===== src/rtl/lwlw_monitor_pkg.sv =====
// Shared types and widths for the trace-symbol monitor controller and its FIFO.
package lwlw_monitor_pkg;

    localparam int SYM_W = 8;
    localparam int REP_W = 16;

    typedef enum logic [1:0] {
        ST_INIT = 2'd0,
        ST_RUN  = 2'd1,
        ST_HOLD = 2'd2
    } mon_state_e;

endpackage


===== src/rtl/lwlw_symbol_fifo.sv =====
// Synchronous symbol FIFO with registered read port; the read register holds
// the last popped symbol, so it doubles as the automata symbol output.
module lwlw_symbol_fifo
    import lwlw_monitor_pkg::*;
#(
    parameter int DEPTH = 4
) (
    input  logic             clk,
    input  logic             i_srst,
    input  logic             i_clr,
    input  logic             i_push,
    input  logic [SYM_W-1:0] i_wdata,
    input  logic             i_pop,
    output logic [SYM_W-1:0] o_rdata,
    output logic             o_full,
    output logic             o_empty
);

    localparam int AW = (DEPTH > 1) ? $clog2(DEPTH) : 1;

    logic [SYM_W-1:0] r_mem [DEPTH];
    logic [AW-1:0]    r_wr_ptr;
    logic [AW-1:0]    r_rd_ptr;
    logic [AW:0]      r_count;
    logic [SYM_W-1:0] r_rdata;
    logic             w_push_ok;
    logic             w_pop_ok;

    assign o_full    = (r_count == (AW+1)'(DEPTH));
    assign o_empty   = (r_count == '0);
    assign w_pop_ok  = i_pop && !o_empty && !i_clr;
    // A push into a full FIFO is legal only when the head leaves in the same cycle.
    assign w_push_ok = i_push && (!o_full || w_pop_ok) && !i_clr;
    assign o_rdata   = r_rdata;

    always_ff @(posedge clk) begin
        if (w_push_ok) begin
            r_mem[r_wr_ptr] <= i_wdata;
        end
    end

    always_ff @(posedge clk) begin
        if (i_srst || i_clr) begin
            r_wr_ptr <= '0;
            r_rd_ptr <= '0;
            r_count  <= '0;
        end else begin
            if (w_push_ok) r_wr_ptr <= r_wr_ptr + 1'b1;
            if (w_pop_ok)  r_rd_ptr <= r_rd_ptr + 1'b1;
            if (w_push_ok && !w_pop_ok)      r_count <= r_count + 1'b1;
            else if (!w_push_ok && w_pop_ok) r_count <= r_count - 1'b1;
        end
    end

    always_ff @(posedge clk) begin
        if (i_srst) begin
            r_rdata <= '0;
        end else if (w_pop_ok) begin
            r_rdata <= r_mem[r_rd_ptr];
        end
    end

endmodule


===== src/rtl/lwlw_monitor_ctrl.sv =====
// Trace-symbol monitor controller: arbitrates two commit ports into a FIFO,
// feeds the automata one symbol per cycle and latches the first violation.
module lwlw_monitor_ctrl
    import lwlw_monitor_pkg::*;
#(
    parameter int FIFO_DEPTH = 4,
    parameter int SEQ_W      = 16,
    parameter int RST_CYCLES = 2
) (
    input  logic             clk,
    input  logic             reset,
    input  logic             req0_valid,
    input  logic [SYM_W-1:0] req0_symbol,
    input  logic             req1_valid,
    input  logic [SYM_W-1:0] req1_symbol,
    output logic             req0_ready,
    output logic             req1_ready,
    input  logic             flush,
    output logic [SYM_W-1:0] mon_symbols,
    output logic             mon_run,
    output logic             mon_reset,
    input  logic [REP_W-1:0] mon_reports,
    output logic             viol_valid,
    output logic [REP_W-1:0] viol_vector,
    output logic [SEQ_W-1:0] viol_seq,
    input  logic             viol_ack,
    output logic             busy
);

    localparam int CNT_W = (RST_CYCLES > 1) ? $clog2(RST_CYCLES) : 1;

    mon_state_e       r_state;
    logic [CNT_W-1:0] r_rst_cnt;
    logic             r_mon_run;
    logic             r_mon_reset;
    logic [SEQ_W-1:0] r_seq;
    logic [SEQ_W-1:0] r_run_seq;
    logic             r_pend;
    logic [SEQ_W-1:0] r_pend_seq;
    logic             r_viol_valid;
    logic [REP_W-1:0] r_viol_vector;
    logic [SEQ_W-1:0] r_viol_seq;
    logic             r_last_gnt1;

    logic             w_full;
    logic             w_empty;
    logic             w_grant0;
    logic             w_grant1;
    logic             w_can_push;
    logic             w_push;
    logic [SYM_W-1:0] w_push_data;
    logic             w_viol_hit;
    logic             w_pop;

    // r_last_gnt1 starts at 1 so req0 wins the first contested cycle.
    assign w_grant0    = req0_valid && (!req1_valid || r_last_gnt1);
    assign w_grant1    = req1_valid && (!req0_valid || !r_last_gnt1);
    assign w_viol_hit  = (r_state == ST_RUN) && r_pend && (mon_reports != '0);
    assign w_pop       = (r_state == ST_RUN) && !w_empty && !flush && !w_viol_hit;
    assign w_can_push  = (r_state != ST_INIT) && !flush && (!w_full || w_pop);
    assign req0_ready  = w_grant0 && w_can_push;
    assign req1_ready  = w_grant1 && w_can_push;
    assign w_push      = (req0_valid && req0_ready) || (req1_valid && req1_ready);
    assign w_push_data = w_grant1 ? req1_symbol : req0_symbol;

    assign mon_run     = r_mon_run;
    assign mon_reset   = r_mon_reset;
    assign viol_valid  = r_viol_valid;
    assign viol_vector = r_viol_vector;
    assign viol_seq    = r_viol_seq;
    assign busy        = !w_empty || (r_state != ST_RUN);

    lwlw_symbol_fifo #(
        .DEPTH (FIFO_DEPTH)
    ) u_fifo (
        .clk     (clk),
        .i_srst  (reset),
        .i_clr   (flush),
        .i_push  (w_push),
        .i_wdata (w_push_data),
        .i_pop   (w_pop),
        .o_rdata (mon_symbols),
        .o_full  (w_full),
        .o_empty (w_empty)
    );

    always_ff @(posedge clk) begin
        if (reset) begin
            r_state       <= ST_INIT;
            r_rst_cnt     <= '0;
            r_mon_run     <= 1'b0;
            r_mon_reset   <= 1'b1;
            r_seq         <= '0;
            r_run_seq     <= '0;
            r_pend        <= 1'b0;
            r_pend_seq    <= '0;
            r_viol_valid  <= 1'b0;
            r_viol_vector <= '0;
            r_viol_seq    <= '0;
            r_last_gnt1   <= 1'b1;
        end else begin
            r_mon_run  <= w_pop;
            // Reports describe the symbol shown one cycle earlier; carry its sequence along.
            r_pend     <= r_mon_run && !flush;
            r_pend_seq <= r_run_seq;
            if (w_pop) begin
                r_run_seq <= r_seq;
                r_seq     <= r_seq + 1'b1;
            end
            if (w_push) begin
                r_last_gnt1 <= w_grant1;
            end
            if (flush) begin
                r_state      <= ST_INIT;
                r_rst_cnt    <= '0;
                r_mon_reset  <= 1'b1;
                r_seq        <= '0;
                r_viol_valid <= 1'b0;
            end else begin
                case (r_state)
                    ST_INIT: begin
                        if (r_rst_cnt == CNT_W'(RST_CYCLES - 1)) begin
                            r_state     <= ST_RUN;
                            r_mon_reset <= 1'b0;
                        end else begin
                            r_rst_cnt <= r_rst_cnt + 1'b1;
                        end
                    end
                    ST_RUN: begin
                        if (w_viol_hit) begin
                            r_state       <= ST_HOLD;
                            r_viol_valid  <= 1'b1;
                            r_viol_vector <= mon_reports;
                            r_viol_seq    <= r_pend_seq;
                        end
                    end
                    ST_HOLD: begin
                        if (viol_ack) begin
                            r_state      <= ST_INIT;
                            r_rst_cnt    <= '0;
                            r_mon_reset  <= 1'b1;
                            r_viol_valid <= 1'b0;
                        end
                    end
                    default: begin
                        r_state <= ST_INIT;
                    end
                endcase
            end
        end
    end

endmodule


===== config.mk =====
export PLATFORM = sky130hd
export DESIGN_NAME = lwlw_monitor_ctrl
export DESIGN_NICKNAME = d
export VERILOG_FILES = /design/src/rtl/lwlw_monitor_pkg.sv /design/src/rtl/lwlw_symbol_fifo.sv /design/src/rtl/lwlw_monitor_ctrl.sv
export SDC_FILE = /design/constraint.sdc
export NUM_CORES = 1
export LEC_CHECK = 0
export CORE_MARGIN = 1.5
export CORE_UTILIZATION = 40
export DETAILED_ROUTE_END_ITERATION = 10
export SETUP_SLACK_MARGIN = 0.05
export SYNTH_ARGS = -nofsm -noshare
export SYNTH_HDL_FRONTEND = slang
export SYNTH_HIERARCHICAL = 1
export SYNTH_SLANG_ARGS = --single-unit

===== constraint.sdc =====
create_clock -name clk -period 5.02 [get_ports clk]
set_clock_uncertainty 0.1 [all_clocks]
set_input_delay 1.255 -clock clk [delete_from_list [all_inputs] [get_ports clk]]
set_output_delay 1.255 -clock clk [all_outputs]
set_load 0.02 [all_outputs]

==> results, run 1 <==
- The reg-to-reg critical path endpoint is u_fifo/r_count[2]$_SDFFE_PP0P_.
- Based on the critical path, the design can be clocked at up to 212 MHz.
- The post-synthesis instance total is 546.
- The worst ir drop on vdd is 0.000242 V.
- The placer's final routability congestion estimate is 0.830.
- STA classifies the critical path endpoint as an output port.
- In this run, flip-flops and latches consume 44.8% of the power.
- Global routing finished with a remaining overflow of 0.
- The area of the multi-input gates is 2530 um^2.
- The number of antenna diodes in the final layout is 0.
- The data required time at the worst endpoint is 3.66 ns.
- The clock latency at the later pin of the worst-skew pair is 0.42 ns.
- The number of antenna violations at the first check in global routing is 0.
- The transition time at the pin with the least slew margin is 0.984 ns.
- OpenSTA, run right after detailed placement, puts the worst setup slack at -0.00461 ns.
- Setup repair after global routing left no endpoint under its margin.
- The worst path in the final design needs a cycle of 4.72 ns, including I/O delays and setup.
- The tool flagged a number of max-cap violations equal to 0.
- The number of design-rule violations left by the first detailed-router iteration is 243.
- After detailed routing, the total wire length is 12300 um.
- Summing all non-filler instances in the final layout gives an area of 7360 um^2.
- The flow ran to the end, and the final reports show no timing, DRC or antenna violations.
- At the worst endpoint, the arrival time is 3.37 ns.
- The net switching power is 0.000501 W.
- The count of boundary I/O pins is 84.
- The number of buffers created by CTS is 17.
- Yosys printed 6 warnings.
- The clock drives 135 sinks.
- Counting flops with a built-in enable in the synthesized netlist gives 32.
- In this run the cell area of the synthesized design comes to 5760 um^2.
- The leading cell type by number of instances after synthesis is sky130_fd_sc_hd__dfxtp_1.
- The synthesized net count is 591.
- The non-filler instance count after layout is 810.
- Counting instances, the worst hold path has a depth of 2.
- In this run, placement finished with an instance count of 779.
- The maximum number of pins on one net before global-route repair is 120.
- The switching share of total power is 20.1%.
- The number of global-route vias before repair is 4016.
- The core box area is 14000 um^2.
- The flip-flop and latch count after synthesis is 135.
- The total cell area at the placement stage is 6730 um^2.
- Summed over all instances, the cell type with the most area after synthesis is sky130_fd_sc_hd__dfxtp_1.
- After detailed routing, the average wire length per cell comes to 15.2 um.
- The startpoint class of the critical path is an input port.
- Once the floorplan was initialized, standard cells occupied 41.1% of the core.
- The count of fill cells added during filler insertion is 1244.
- The floorplan has 43 rows.
- The mean area per synthesized cell is 10.5 um^2.
- The buffer levels on the longest clock path is 2.
- The area of the die is 15100 um^2.
- The hold path startpoint is r_pend_seq[0]$_SDFF_PP0_.
- The total count of hold-check failures in the final report is 0.
- The pre-antenna-repair detailed-routing pass consisted of 5 iterations.
- The count of port buffers added during placement is 83.
- The routed via count is 4216.
- The final antenna-violating net count is 0.
- Global routing used 17.0% of the available tracks.
- The total power divided by cell area is 339 nW/um^2.
- The post-detailed-route DRC marker count is 0.
- The final-report setup violation count is 0.
- The part of the power in the clock network is 51.5%.
- In the routed layout, each cell is associated on average with a via count of 5.20.
- The critical path in this run is classified as input port to output port.
- The class of the worst hold path is flop to flop.
- The most common flop cell mapped by yosys is sky130_fd_sc_hd__dfxtp_1.
- The remaining max-slew budget at the tightest pin is 34.4%.
- The design internal power is 0.00199 W.
- In this run the clock root is driven by a sky130_fd_sc_hd__clkbuf_16.
- Post-CTS timing repair inserted 0 buffers for setup.
- The count of unique library cells instantiated by Yosys is 50.
- The area share of the largest cell type after synthesis is 35.8%.
- Counting cells, the worst reg-to-reg path comes to 12.
- On the final layout, the worst hold slack is 0.351 ns.
- The share of final-layout standard cells stronger than drive strength 1 is 11.3%.
- The share of the cycle needed by the critical path after routing is 94.1%.
- The sum of negative setup slack is 0 ns.
- The worst path meets setup with 0.296 ns of slack.
- The worst-case hold path end point is viol_seq[0]$_SDFFE_PP0P_.
- The sequential cell area is 3020 um^2.
- In this run the static leakage power is 2.42 nW.
- Measured along the y axis, the die boundary spans 123 um.
- The H-tree depth reported by CTS is 4.
- The final count of pins violating max slew is 0.
- In the final design database the tool counted 663 nets.
- The horizontal extent of the die is 123 um.
- After synthesis, the most frequently instantiated cells are 103 x sky130_fd_sc_hd__dfxtp_1, 65 x sky130_fd_sc_hd__nand2b_1, 40 x sky130_fd_sc_hd__a21oi_1.
- TritonCTS built the clock tree.
- Summing the sequential cell areas from Yosys gives 52.5% of the chip area.
- The proportion of power drawn by combinational gates is 3.6%.
- The top fanout value on the critical path is 3.
- By area the synthesized netlist is led by sky130_fd_sc_hd__dfxtp_1 36%, sky130_fd_sc_hd__edfxtp_1 17%, sky130_fd_sc_hd__nand2b_1 7.1%.
- In this run the critical register-to-register path is launched from u_fifo/r_count[0]$_SDFFE_PP0P_.
- Compared with the post-synthesis result, the final layout area differs by 27.8%.
- After synthesis, the share of flip-flops with an asynchronous set or reset is 0%.
- The post-DP HPWL is 8110 um.
- After clock tree synthesis, the clock-pin slew on the worst setup and hold paths is 0.06 ns.
- The first global-routing pass estimated 19800 um of wire.
- The register-to-register path setup slack is 1.36 ns.
==> per-stage QoR <==
stage	utilization [%]	total power, W
after CTS	52.6	0.00252
after global routing	52.6	0.00258
after floorplan	-	0.00119
final	52.6	0.00249
after global placement	48.1	0.00123
after detailed placement	48.1	0.00123
==> logic make-up after synthesis <==
kind of cell,synth area share (%)
simple gates,20.1
fa+ha+maj,1.65
compound gates,9.93
mux,11.5
flops,52.5
xor+xnor,0.304
buf+inv,4.00
==> worst max path at each step <==
stage / depth (start not counted) / startpoint / slack, ns / to
2_1_floorplan: 13 / mon_reports[11] / 0.63 / u_fifo/r_count[2]$_SDFFE_PP0P_
3_3_place_gp: 6 / mon_reports[11] / -0.004 / req0_ready
3_5_place_dp: 6 / mon_reports[11] / -0.005 / req0_ready
4_1_cts: 6 / mon_reports[0] / 0.09 / req1_ready
5_1_grt: 6 / mon_reports[8] / 0.19 / req0_ready
6_report: 6 / mon_reports[8] / 0.30 / req0_ready
==> routing by layer <==
metal	vias to the layer above	wire [um]	GRT usage, %
li1	2102	-	-
met1	1978	5880	22.1
met2	123	5610	27.2
met3	13	668	4.20
met4	0	179	6.83
met5	-	0	0
==> power groups by stage <==
stage               logic [W]  clock network, W  registers [W]
global route        0.0000994           0.00136        0.00112
floorplan           0.0000452                 0        0.00114
finish              0.0000909           0.00129        0.00112
global placement    0.0000898                 0        0.00114
CTS                 0.0000920           0.00131        0.00112
detailed placement  0.0000916                 0        0.00114
==> what timing repair did <==
item / in CTS / in global routing
hold buffers: 0 / 0
setup endpoints to repair: 1 / 1
pin swaps: 0 / 0
resized for setup: 1 / 1
==> layout make-up <==
cell class                      count  area share (%)
Multi-Input combinational cell    358            34.3
Timing Repair Buffer               94            12.4
Clock buffer                       22            7.03
Sequential cell                   135            41.1
Tap cell                          180            3.06
Inverter                           12           0.612
Clock inverter                      9            1.50
==> layout by cell type, fill, tap and decap left out, types with 3 or more instances in the layout <==
cell,instances
sky130_fd_sc_hd__nand3_1,35
sky130_fd_sc_hd__o21ai_1,22
sky130_fd_sc_hd__a21oi_1,40
sky130_fd_sc_hd__mux4_2,8
sky130_fd_sc_hd__ha_1,6
sky130_fd_sc_hd__inv_1,11
sky130_fd_sc_hd__nand2b_1,65
sky130_fd_sc_hd__nor3_1,3
sky130_fd_sc_hd__mux2_2,8
sky130_fd_sc_hd__nor2_1,11
sky130_fd_sc_hd__mux2i_1,39
sky130_fd_sc_hd__or3_1,14
sky130_fd_sc_hd__clkdlybuf4s50_1,80
sky130_fd_sc_hd__o41ai_1,4
sky130_fd_sc_hd__clkbuf_16,19
sky130_fd_sc_hd__or4_1,6
sky130_fd_sc_hd__nor4_1,5
sky130_fd_sc_hd__buf_4,11
sky130_fd_sc_hd__edfxtp_1,32
sky130_fd_sc_hd__or2_2,3
sky130_fd_sc_hd__o31ai_1,4
sky130_fd_sc_hd__o21ai_0,13
sky130_fd_sc_hd__nor2b_1,18
sky130_fd_sc_hd__clkbuf_8,3
sky130_fd_sc_hd__dfxtp_1,103
sky130_fd_sc_hd__and3_1,6
sky130_fd_sc_hd__o311ai_1,3
sky130_fd_sc_hd__nand4_1,4
sky130_fd_sc_hd__nand2_1,16
==> worst max-delay path: stages <==
cell,delay (ns)
sky130_fd_sc_hd__clkdlybuf4s50_1,0.42
sky130_fd_sc_hd__or4_1,0.61
sky130_fd_sc_hd__o41ai_4,0.37
sky130_fd_sc_hd__a21oi_1,0.17
sky130_fd_sc_hd__nor3_1,0.20
sky130_fd_sc_hd__dlygate4sd2_1,0.35
==> sequential cells by signal, summed over array words and instances (netlist names), 3 cells and up <==
| register | flops |
|---|---|
| r_pend_seq | 16 |
| r_run_seq | 16 |
| r_seq | 16 |
| u_fifo/o_rdata | 8 |
| u_fifo/r_count | 3 |
| u_fifo/r_mem | 32 |
| viol_seq | 16 |
| viol_vector | 16 |
Power figures use the tool's default switching activity.
==> run 2, diff against run 1 <==
GPL_TIMING_DRIVEN = 0   (was unset)
==> run 2 against run 1 <==
  * Hold slack improved by 0.00093 ns
  * Utilization increased by 0.15 points
  * Highest routed layer unchanged
  * Die area unchanged
  * Global-route usage increased by 1.5 points
  * Sequential share of layout area decreased by 0.12 points
  * Clock-buffer cell count unchanged
  * Sequential cell count unchanged
  * Via count increased by 2.1%
  * Clock power decreased by 10%
  * Critical path type unchanged
==> results, run 2 (synthesis results as in run 1) <==
- The cts-stage hold buffer count is 0 (unchanged).
- The total count of hold-check failures in the final report was 0 (unchanged).
- The clock latency at the later pin of the worst-skew pair is 0.42 ns (about the same).
- The data required time at the worst endpoint is 3.66 ns (about the same).
- By startpoint and endpoint, the worst setup path is classified as input port to output port.
- Setup repair after global routing left no endpoint under its margin.
- The transition time at the pin with the least slew margin is 1.14 ns (+0.159 ns).
- The wire length of the first global-routing pass was 21500 um (+8.3%).
- The detailed-router iteration count before antenna repair is 5 (unchanged).
- The routed via count is 4304 (+2.1%).
- The placer's final routability congestion estimate is 0.831 (about the same).
- The worst ir drop on vdd is 0.000248 V (+2.3%).
- The remaining max-slew budget at the tightest pin is 23.1% (-11 points).
- The count of inserted antenna diode cells is 0 (unchanged).
- The post-layout net count is 692 (+4.4%).
- The post-DP HPWL is 9180 um (+13%).
- The via count normalized by instance count is 5.13 (-1.4%).
- The number of flip-flops under the largest register name was 32 (unchanged).
- The final antenna-violating net count is 0 (unchanged).
- The total global-route track usage was 18.5% (+1.5 points).
- The setup slack of the critical path after layout came to 0.164 ns (-0.133 ns).
- The leading cell type in the layout, fill and taps excluded is sky130_fd_sc_hd__dfxtp_1.
- Relative to the synthesized area, the layout overhead comes to 28.2%.
- The H-tree depth reported by CTS is 4 (unchanged).
- The total power divided by cell area is 321 nW/um^2 (-5.3%).
- The clock transition at the register clock pins on the worst setup and hold paths after CTS is 0.06 ns (about the same).
- The run finished with clean final reports.
- The pre-CTS setup slack is -0.346 ns (-0.342 ns).
- The CTS root buffer is sky130_fd_sc_hd__clkbuf_16.
- The shortest period the worst path allows is 4.86 ns (+0.133 ns).
- The maximum single-stage delay on the critical path was 0.57 ns (-0.04 ns).
- The number of design-rule violations left by the first detailed-router iteration is 207 (-15%).
- The count of boundary I/O pins is 84 (unchanged).
- The clock net sink count was 135 (unchanged).
- The y dimension of the die is 123 um (unchanged).
- The reported leakage power is 2.42 nW (about the same).
- The final-report setup violation count is 0 (unchanged).
- The final total power is 0.00237 W (-5.0%).
- The top cell types in the final layout, fill and taps aside, are 103 x sky130_fd_sc_hd__dfxtp_1, 80 x sky130_fd_sc_hd__clkdlybuf4s50_1, 65 x sky130_fd_sc_hd__nand2b_1.
- The class of the worst hold path is flop to flop.
- The area of the die was 15100 um^2 (unchanged).
- The number of antenna violations at the first check in global routing came to 0 (unchanged).
- The average wire length per cell after detail routing is 15.6 um (+2.2%).
- The capturing element type of the critical path is an output port.
- The total detailed-routing wirelength is 13100 um (+5.9%).
- The share of final-layout standard cells stronger than drive strength 1 was 11.7% (+0.41 points).
- The number of placed instances with taps included is 808 (+3.7%).
- The worst setup path is launched from an input port.
- The final count of pins violating max slew was 0 (unchanged).
- The most flop-heavy register is u_fifo/r_mem.
- The share of the cycle needed by the critical path after routing is 96.7% (+2.6 points).
- The top fanout value on the critical path is 10 (+7).
- The buffer levels on the longest clock path was 2 (unchanged).
- The total congestion overflow is 0 (unchanged).
- The CTS tree is done.
- The horizontal extent of the die was 123 um (unchanged).
- The total of max-cap violations is 0 (unchanged).
- The fmax is 206 MHz (-2.7%).
- The data arrival time of the critical path was 3.50 ns (+0.13 ns).
- The number of buffers created by CTS is 17 (unchanged).
- The number of placement rows is 43 (unchanged).
- The starting density of the core is 41.1% (unchanged).
- The core box area is 14000 um^2 (unchanged).
- The maximum number of pins on one net before global-route repair is 17 (-86%).
- The number of global-route vias before repair is 4421 (+10%).
- The critical path goes through clkdlybuf4s50_1 -> or4_4 -> o41ai_4 -> buf_4 -> a21oi_1 -> nor2_1 -> dlygate4sd2_1.
- The post-detailed-route DRC marker count is 0 (unchanged).
- The cell type of the slowest stage on the worst timing path is sky130_fd_sc_hd__or4_4.
- The count of port buffers added during placement is 82 (-1.2%).
- The non-filler instance count after layout is 839 (+3.6%).
run 2: what timing repair did:
| action | CTS | global route |
|---|---|---|
| setup buffers | 0 | 0 |
| endpoints found under the hold margin | 0 | 0 |
| gates resized for setup | 4 | 7 |
| cloned | 0 | 0 |
| setup endpoints to repair | 2 | 3 |
run 2: path summary, 6_finish.rpt:
kind | from | endpoint | slack [ns] | cells past startpoint
hold / removal | r_pend_seq[14]$_SDFF_PP0_ | viol_seq[14]$_SDFFE_PP0P_ | 0.35 | 2
setup reg to reg | u_fifo/r_count[0]$_SDFFE_PP0P_ | u_fifo/r_count[2]$_SDFFE_PP0P_ | 1.05 | 16
hold reg to reg | r_pend_seq[14]$_SDFF_PP0_ | viol_seq[14]$_SDFFE_PP0P_ | 0.35 | 2
setup / recovery | mon_reports[11] | req1_ready | 0.16 | 7
run 2: critical path: cells and delay by family:
family / cells / cell delay (ns)
buf+inv: 3 / 1.01
simple gates: 2 / 0.69
compound gates: 2 / 0.53
run 2: metal layers:
layer / routed length, um / vias to the layer above / global-route usage, %
met5: 0 / - / 0
met4: 68 / 0 / 7.41
met3: 685 / 4 / 5.44
met2: 6410 / 109 / 31.0
met1: 5900 / 2017 / 22.4
li1: - / 2174 / -
run 2: through the flow:
| stage | setup TNS, ns | util (%) | hold WS, ns | area [um^2] |
|---|---|---|---|---|
| after floorplan | 0 | - | 0.334 | 5760 |
| after global placement | -0.837 | 48.6 | 0.348 | 6800 |
| after detailed placement | -0.956 | 48.6 | 0.350 | 6800 |
| after CTS | 0 | 52.7 | 0.355 | 7370 |
| after global routing | 0 | 52.7 | 0.377 | 7380 |
| final | 0 | 52.7 | 0.352 | 7380 |
run 2: power by group:
group	total (W)	switching, W	internal, W
clock network	0.00116	0.000459	0.000699
logic	0.0000942	0.0000445	0.0000497
registers	0.00112	0.00000152	0.00112
run 2: layout make-up:
| cell class | instances | area (um^2) |
|---|---|---|
| Fill cell | 1287 | 6610 |
| Sequential cell | 135 | 3020 |
| Multi-Input combinational cell | 358 | 2520 |
| Timing Repair Buffer | 82 | 815 |
| Clock buffer | 22 | 495 |
| Tap cell | 180 | 225 |
| Buffer | 41 | 189 |
| Clock inverter | 9 | 62.6 |
| Inverter | 12 | 45.0 |
